`src/rtl/calc_entry_ctrl.sv`:
```
// calc_entry_ctrl
// Sits between the PS/2 byte receiver and the calculator ALU. Raw scan-code
// bytes are filtered (break codes, E0 prefixes, typematic repeats) and
// decoded into digit/operator/Enter/Escape tokens. An entry state machine
// builds two decimal operands, runs a req/ack transaction with the ALU and
// holds the value shown on the display.
module calc_entry_ctrl #(
    parameter int W      = 16,
    parameter int DIGITS = 4
) (
    input  logic         CLK,
    input  logic         RST_N,
    input  logic         byte_valid,
    input  logic [7:0]   byte_data,
    input  logic         byte_err,
    output logic         alu_req,
    output logic [W-1:0] op_a,
    output logic [W-1:0] op_b,
    output logic [1:0]   op_sel,
    input  logic         alu_ack,
    input  logic [W-1:0] alu_result,
    input  logic         alu_fault,
    output logic [W-1:0] disp_val,
    output logic         disp_err,
    output logic         busy
);

    // Digit counters must be able to hold DIGITS itself (the "full" marker
    // used after a result is loaded).
    localparam int CW = $clog2(DIGITS + 1);

    typedef enum logic [1:0] {
        TK_DIGIT = 2'd0,
        TK_OP    = 2'd1,
        TK_ENTER = 2'd2,
        TK_ESC   = 2'd3
    } tok_kind_t;

    typedef enum logic [2:0] {
        ENT_A = 3'd0,
        ENT_B = 3'd1,
        REQ   = 3'd2,
        SHOW  = 3'd3,
        ERR   = 3'd4
    } state_t;

    // Filter state
    logic       brk, brk_n;
    logic       ext, ext_n;
    logic [7:0] last_make, last_make_n;

    // Scan-code decode result for the current byte
    logic       map_hit;
    tok_kind_t  map_kind;
    logic [3:0] map_val;
    logic       emit;

    // Registered token handed to the FSM one edge later
    logic       tok_vld;
    tok_kind_t  tok_kind;
    logic [3:0] tok_val;

    // Entry state machine registers
    state_t        state, state_n;
    logic [W-1:0]  a, a_n;
    logic [W-1:0]  b, b_n;
    logic [CW-1:0] na, na_n;
    logic [CW-1:0] nb, nb_n;
    logic [1:0]    op, op_n;

    // x*10 + d with shifts, wrapping to W bits
    function automatic logic [W-1:0] mac10(input logic [W-1:0] x, input logic [3:0] d);
        logic [W-1:0] x8;
        logic [W-1:0] x2;
        x8 = x << 3;
        x2 = x << 1;
        return x8 + x2 + W'(d);
    endfunction

    // Map numpad scan codes to token kind and value (digit or operator code)
    always_comb begin
        map_hit  = 1'b1;
        map_kind = TK_DIGIT;
        map_val  = 4'd0;
        case (byte_data)
            8'h70: map_val = 4'd0;
            8'h69: map_val = 4'd1;
            8'h72: map_val = 4'd2;
            8'h7A: map_val = 4'd3;
            8'h6B: map_val = 4'd4;
            8'h73: map_val = 4'd5;
            8'h74: map_val = 4'd6;
            8'h6C: map_val = 4'd7;
            8'h75: map_val = 4'd8;
            8'h7D: map_val = 4'd9;
            8'h79: begin map_kind = TK_OP; map_val = 4'd0; end
            8'h7B: begin map_kind = TK_OP; map_val = 4'd1; end
            8'h7C: begin map_kind = TK_OP; map_val = 4'd2; end
            8'h4A: begin map_kind = TK_OP; map_val = 4'd3; end
            8'h5A: map_kind = TK_ENTER;
            8'h76: map_kind = TK_ESC;
            default: map_hit = 1'b0;
        endcase
    end

    // Byte filter: track break/extended prefixes and drop typematic repeats
    always_comb begin
        brk_n       = brk;
        ext_n       = ext;
        last_make_n = last_make;
        emit        = 1'b0;
        if (byte_valid) begin
            if (byte_err) begin
                brk_n = 1'b0;
                ext_n = 1'b0;
            end else if (byte_data == 8'hF0) begin
                brk_n = 1'b1;
            end else if (byte_data == 8'hE0) begin
                ext_n = 1'b1;
            end else begin
                brk_n = 1'b0;
                ext_n = 1'b0;
                if (brk) begin
                    if (byte_data == last_make) begin
                        last_make_n = 8'h00;
                    end
                end else if (ext && (byte_data != 8'h4A) && (byte_data != 8'h5A)) begin
                    emit = 1'b0;
                end else if (byte_data != last_make) begin
                    last_make_n = byte_data;
                    emit        = map_hit;
                end
            end
        end
    end

    // Filter flags and the token register
    always_ff @(posedge CLK or negedge RST_N) begin
        if (!RST_N) begin
            brk       <= 1'b0;
            ext       <= 1'b0;
            last_make <= 8'h00;
            tok_vld   <= 1'b0;
            tok_kind  <= TK_DIGIT;
            tok_val   <= 4'd0;
        end else begin
            brk       <= brk_n;
            ext       <= ext_n;
            last_make <= last_make_n;
            tok_vld   <= emit;
            tok_kind  <= map_kind;
            tok_val   <= map_val;
        end
    end

    // Entry FSM: next state and operand updates
    always_comb begin
        state_n = state;
        a_n     = a;
        b_n     = b;
        na_n    = na;
        nb_n    = nb;
        op_n    = op;
        case (state)
            ENT_A: begin
                if (tok_vld) begin
                    case (tok_kind)
                        TK_DIGIT: begin
                            if (na < CW'(DIGITS)) begin
                                a_n  = mac10(a, tok_val);
                                na_n = na + CW'(1);
                            end
                        end
                        TK_OP: begin
                            op_n    = tok_val[1:0];
                            b_n     = '0;
                            nb_n    = '0;
                            state_n = ENT_B;
                        end
                        TK_ESC: begin
                            a_n  = '0;
                            na_n = '0;
                        end
                        default: ;
                    endcase
                end
            end
            ENT_B: begin
                if (tok_vld) begin
                    case (tok_kind)
                        TK_DIGIT: begin
                            if (nb < CW'(DIGITS)) begin
                                b_n  = mac10(b, tok_val);
                                nb_n = nb + CW'(1);
                            end
                        end
                        TK_OP: begin
                            if (nb == '0) begin
                                op_n = tok_val[1:0];
                            end
                        end
                        TK_ENTER: begin
                            if (nb != '0) begin
                                state_n = REQ;
                            end
                        end
                        TK_ESC: begin
                            a_n     = '0;
                            b_n     = '0;
                            na_n    = '0;
                            nb_n    = '0;
                            op_n    = 2'd0;
                            state_n = ENT_A;
                        end
                        default: ;
                    endcase
                end
            end
            REQ: begin
                if (alu_ack) begin
                    if (alu_fault) begin
                        state_n = ERR;
                    end else begin
                        a_n     = alu_result;
                        na_n    = CW'(DIGITS);
                        state_n = SHOW;
                    end
                end
            end
            SHOW: begin
                if (tok_vld) begin
                    case (tok_kind)
                        TK_DIGIT: begin
                            a_n     = W'(tok_val);
                            na_n    = CW'(1);
                            state_n = ENT_A;
                        end
                        TK_OP: begin
                            op_n    = tok_val[1:0];
                            b_n     = '0;
                            nb_n    = '0;
                            state_n = ENT_B;
                        end
                        TK_ESC: begin
                            a_n     = '0;
                            b_n     = '0;
                            na_n    = '0;
                            nb_n    = '0;
                            op_n    = 2'd0;
                            state_n = ENT_A;
                        end
                        default: ;
                    endcase
                end
            end
            ERR: begin
                if (tok_vld && (tok_kind == TK_ESC)) begin
                    a_n     = '0;
                    b_n     = '0;
                    na_n    = '0;
                    nb_n    = '0;
                    op_n    = 2'd0;
                    state_n = ENT_A;
                end
            end
            default: state_n = ENT_A;
        endcase
    end

    // Entry FSM registers
    always_ff @(posedge CLK or negedge RST_N) begin
        if (!RST_N) begin
            state <= ENT_A;
            a     <= '0;
            b     <= '0;
            na    <= '0;
            nb    <= '0;
            op    <= 2'd0;
        end else begin
            state <= state_n;
            a     <= a_n;
            b     <= b_n;
            na    <= na_n;
            nb    <= nb_n;
            op    <= op_n;
        end
    end

    // Display selection: second operand while it is being typed, blank on error
    always_comb begin
        disp_val = a;
        if (state == ERR) begin
            disp_val = '0;
        end else if ((state == ENT_B) && (nb != '0)) begin
            disp_val = b;
        end
    end

    assign op_a     = a;
    assign op_b     = b;
    assign op_sel   = op;
    assign alu_req  = (state == REQ);
    assign busy     = (state == REQ);
    assign disp_err = (state == ERR);

endmodule

```
`config.mk`:
```
export PLATFORM = sky130hd
export DESIGN_NAME = calc_entry_ctrl
export DESIGN_NICKNAME = d
export VERILOG_FILES = /design/src/rtl/calc_entry_ctrl.sv
export SDC_FILE = /design/constraint.sdc
export NUM_CORES = 1
export LEC_CHECK = 0
export CAP_MARGIN = 15
export CORE_UTILIZATION = 40
export DETAILED_ROUTE_END_ITERATION = 12
export GPL_TIMING_DRIVEN = 0
export MAX_ROUTING_LAYER = met4
export PLACE_DENSITY = 0.61
export SYNTH_ARGS = -nofsm -noshare
export SYNTH_HDL_FRONTEND = slang
export SYNTH_SLANG_ARGS = --single-unit
```
`constraint.sdc`:
```
create_clock -name CLK -period 3.7 [get_ports CLK]
set_clock_uncertainty 0.2 [all_clocks]
set_input_delay 0.37 -clock CLK [delete_from_list [all_inputs] [get_ports CLK]]
set_output_delay 0.37 -clock CLK [all_outputs]
set_load 0.02 [all_outputs]
```
==> metrics <==
worst-skew pair later-pin latency=340 ps; register clock-pin slew on the reported worst setup and hold paths=roughly 50 ps; Syn Std Cell Area=5105 um2; final hold violation count=0; fraction of registers with async set/reset=100.0%; Global Route met1 Usage=29.97%; via total after detailed routing=~4.7k; initial antenna violation count=0; worst slew margin relative to its limit=~35%; Pleak=about 3 nW; Tot Pwr=~0.0016 W; register bit count reported by yosys=60; number of remaining DRC errors=0; Die X-Extent=115.0 um; top_reg_cell synth=sky130_fd_sc_hd__dfrtp_1; TritonCTS clock tree=yes; number of buffers between clock root and the deepest sink=2; number of sinks on the clock net=60; all-layer global routing usage=about a quarter; critical path arrival=~2900 ps; area of the die=13220 um2; standard cell with the maximum stage delay on the critical path=sky130_fd_sc_hd__clkdlybuf4s50_1; critical path, cell by cell=buf_4 > clkbuf_1 > buf_1 > nor3_4 > clkbuf_1 > a21oi_1 > clkdlybuf4s50_1; vias per cell=between 5 and 6; cell chosen for the clock root=sky130_fd_sc_hd__clkbuf_16; number of global-route vias before repair=about 4.6k; number of I/O pins=83; Fillers=approximately 1.2k; Post-synth EDFFs=0; Largest stage delay, worst path=approximately 640 ps; count of max-cap constraint violations=0; multiplexer share of the synthesized area=under 10%; synthesized-area fraction occupied by ao, oa, aoi and oai cells=approximately a quarter; signed area change from the synthesized netlist to the final layout=26.03%; unique cell type count in the Yosys netlist=70; unrepaired setup endpoints after global routing=false; core area=12210 um2; ratio of final minimum period to clock period=~94%; Sequential cell area=approximately 1500 um2; Synth Net Count=around 700; wire length of the first global-routing pass=about 23000 um; first-pass iteration count of the detailed router=5; Min-Delay Path Class=register to register; number of placed cells counting well taps=between 800 and 900; commonest non-fill, non-tap cells in the layout=sky130_fd_sc_hd__nand2_1, sky130_fd_sc_hd__clkdlybuf4s50_1, sky130_fd_sc_hd__ha_1, sky130_fd_sc_hd__dfrtp_1, sky130_fd_sc_hd__a21oi_1; average cell area after synthesis=~8.5 um2; Num CTS Buffers=9; Buf/Inv on CP=5; power density relative to cell area=255.9 nW/um2; Cells after Synth=603; number of port buffers=between 80 and 90; number of nets still failing antenna checks after routing=0; element type at the critical path start=register; aggregate global routing overflow=0; fin. max-slew vios=0; sequential area share after synthesis=between 20% and 30%; commonest non-fill, non-tap cell in the layout=sky130_fd_sc_hd__nand2_1; starting density of the core=about two fifths; final HPWL from detailed placement=between 10000 and 15000 um; final setup violation count=0; global routing met3 resource utilization=~4.3%; most crowded layer after global routing=met2; setup total negative slack=0 ps; deepest level of the CTS H-tree=3; met2 layer usage reported by global route=a little under two fifths; endpoint type of the worst setup path=output pin; combinational family with the most area after synthesis=compound AO/OA/AOI/OAI gates; fraction of the mapped netlist area in adder cells=about 16%; worst-path maximum fanout=10; most frequent cell on the critical path=sky130_fd_sc_hd__clkbuf_1; maximum frequency from static timing analysis=287.3 MHz; WL/cell=around 16 um; maximum resistive drop on vdd=216.4 uV; critical setup path kind=register to output pin; clock period minus worst slack=approximately 3500 ps; Data required, critical path=between 3000 and 4000 ps; floorplan die height=115.0 um; pin count of the biggest net entering global routing=61; final layout net count=791; drt total wl=~14000 um; count of warnings emitted by yosys=0; gate family responsible for the most delay along the worst path=buffers and inverters; combined area of the multi-input logic cells=between 3000 and 4000 um2; non-filler cells, final=between 800 and 900; ratio of cells with drive above 1 in the final layout=under 10%; total number of placement rows=40; last weighted congestion value of the routability-driven placer=roughly 0.90; status=finished, final reports clean; area share of xor/xnor cells in the synthesized design=between 5 and 6%; slew of the pin with the lowest slew margin=~970 ps; Detailed Route Iter0 Violations=roughly 230; post-synthesis share of cell area spent on and, or, nand and nor gates=a little under a fifth; end-of-flow core utilization=52.68%; antenna diode count=0
## final timing paths
check                      cells past startpoint           to  slack [ps]  startpoint
max in group asynchronous                      2     op_a[11]        2330       RST_N
max                                            7  disp_val[6]         220    state[0]
min in group asynchronous                      2        nb[2]         460       RST_N
max reg2reg                                   10     op_a[14]         270     op_a[0]
min reg2reg                                    2    op_sel[0]         290   op_sel[0]
min                                            2    op_sel[0]         290   op_sel[0]
## stage by stage
step	cell area [um2]	hold WS [ps]	worst slack (ps)
after floorplan	5105	-125.6	600.6
after global placement	6136	271.5	-68.70
after detailed placement	6133	283.9	283.4
after CTS	6426	299.0	42.58
after global routing	6434	328.1	52.34
final	6434	294.2	219.5
## sequential cells by signal, indices dropped and copies added, names as in the netlist
| name | flops |
|---|---|
| tok_val | 4 |
| nb | 3 |
| last_make | 8 |
| state | 3 |
| ext | 1 |
| tok_vld | 1 |
| na | 3 |
| op_sel | 2 |
| brk | 1 |
| op_a | 16 |
| op_b | 16 |
| tok_kind | 2 |
## tightest hold or removal path, stage by stage, from the launching register on
cell and delay [ps]:
sky130_fd_sc_hd__dfrtp_1 350, sky130_fd_sc_hd__nand2_1 50, sky130_fd_sc_hd__o21ai_0 60
## cells in the mapped netlist (4+ instances only)
library cell | instances | area, um2
sky130_fd_sc_hd__a21oi_1 | 54 | 270.3
sky130_fd_sc_hd__nor2b_1 | 12 | 75.07
sky130_fd_sc_hd__buf_2 | 5 | 25.02
sky130_fd_sc_hd__xor2_1 | 19 | 166.4
sky130_fd_sc_hd__a32oi_1 | 6 | 52.55
sky130_fd_sc_hd__nand2b_1 | 6 | 37.54
sky130_fd_sc_hd__or3_1 | 6 | 37.54
sky130_fd_sc_hd__ha_1 | 60 | 750.7
sky130_fd_sc_hd__nand2_1 | 95 | 356.6
sky130_fd_sc_hd__a211oi_1 | 5 | 37.54
sky130_fd_sc_hd__a22o_1 | 6 | 52.55
sky130_fd_sc_hd__a31oi_1 | 7 | 43.79
sky130_fd_sc_hd__o21ai_0 | 49 | 245.2
sky130_fd_sc_hd__dfrtp_1 | 60 | 1501
sky130_fd_sc_hd__inv_1 | 26 | 97.59
sky130_fd_sc_hd__a21o_1 | 10 | 75.07
sky130_fd_sc_hd__nand3_1 | 10 | 50.05
sky130_fd_sc_hd__fa_1 | 4 | 80.08
sky130_fd_sc_hd__a22oi_1 | 9 | 67.56
sky130_fd_sc_hd__xnor2_1 | 12 | 105.1
sky130_fd_sc_hd__a211o_1 | 4 | 35.03
sky130_fd_sc_hd__nor2_1 | 26 | 97.59
sky130_fd_sc_hd__clkbuf_1 | 18 | 67.56
sky130_fd_sc_hd__mux2_2 | 8 | 90.09
sky130_fd_sc_hd__or2_2 | 4 | 25.02
sky130_fd_sc_hd__o21ai_1 | 7 | 35.03
sky130_fd_sc_hd__o31ai_1 | 4 | 30.03
## what timing repair did
item                                    4_1_cts  5_1_grt
endpoints found under the setup margin        0       12
hold buffers                                  1        0
buffers inserted                              0        0
gates resized for setup                       0        3
endpoints found under the hold margin        60        0
## logic make-up (layout without fill, tap and decap cells)
group                    after synthesis  in the layout
flip-flops                            60             60
buffers and inverters                 58            157
AND/OR/NAND/NOR                      188            188
multiplexers                          10             10
XOR/XNOR                              31             31
adder cells (fa/ha/maj)               64             64
AO/OA/AOI/OAI                        192            192
## report_power, final
part	total [W]	internal, W	switching [W]	leakage (nW)
clock network	0.000804	0.000507	0.000297	0.140
registers	0.000697	0.000681	0.0000160	0.796
logic	0.000145	0.0000749	0.0000700	2.05
## metal layers
metal	up-vias	part of all wire (%)
li1	2363	-
met1	2261	47
met2	102	47
met3	23	4.4
met4	0	2.0
met5	-	0
## cell type report
cell class                 count  area share (%)
buffer                        30           2.217
clock buffer                  15           4.317
clock inverter                 1         0.07779
inverter                      28           1.711
multi-input combinational    485           52.20
sequential                    60           23.34
tap                          168           3.267
timing repair buffer          83           12.87
Power figures use the tool's default switching activity.
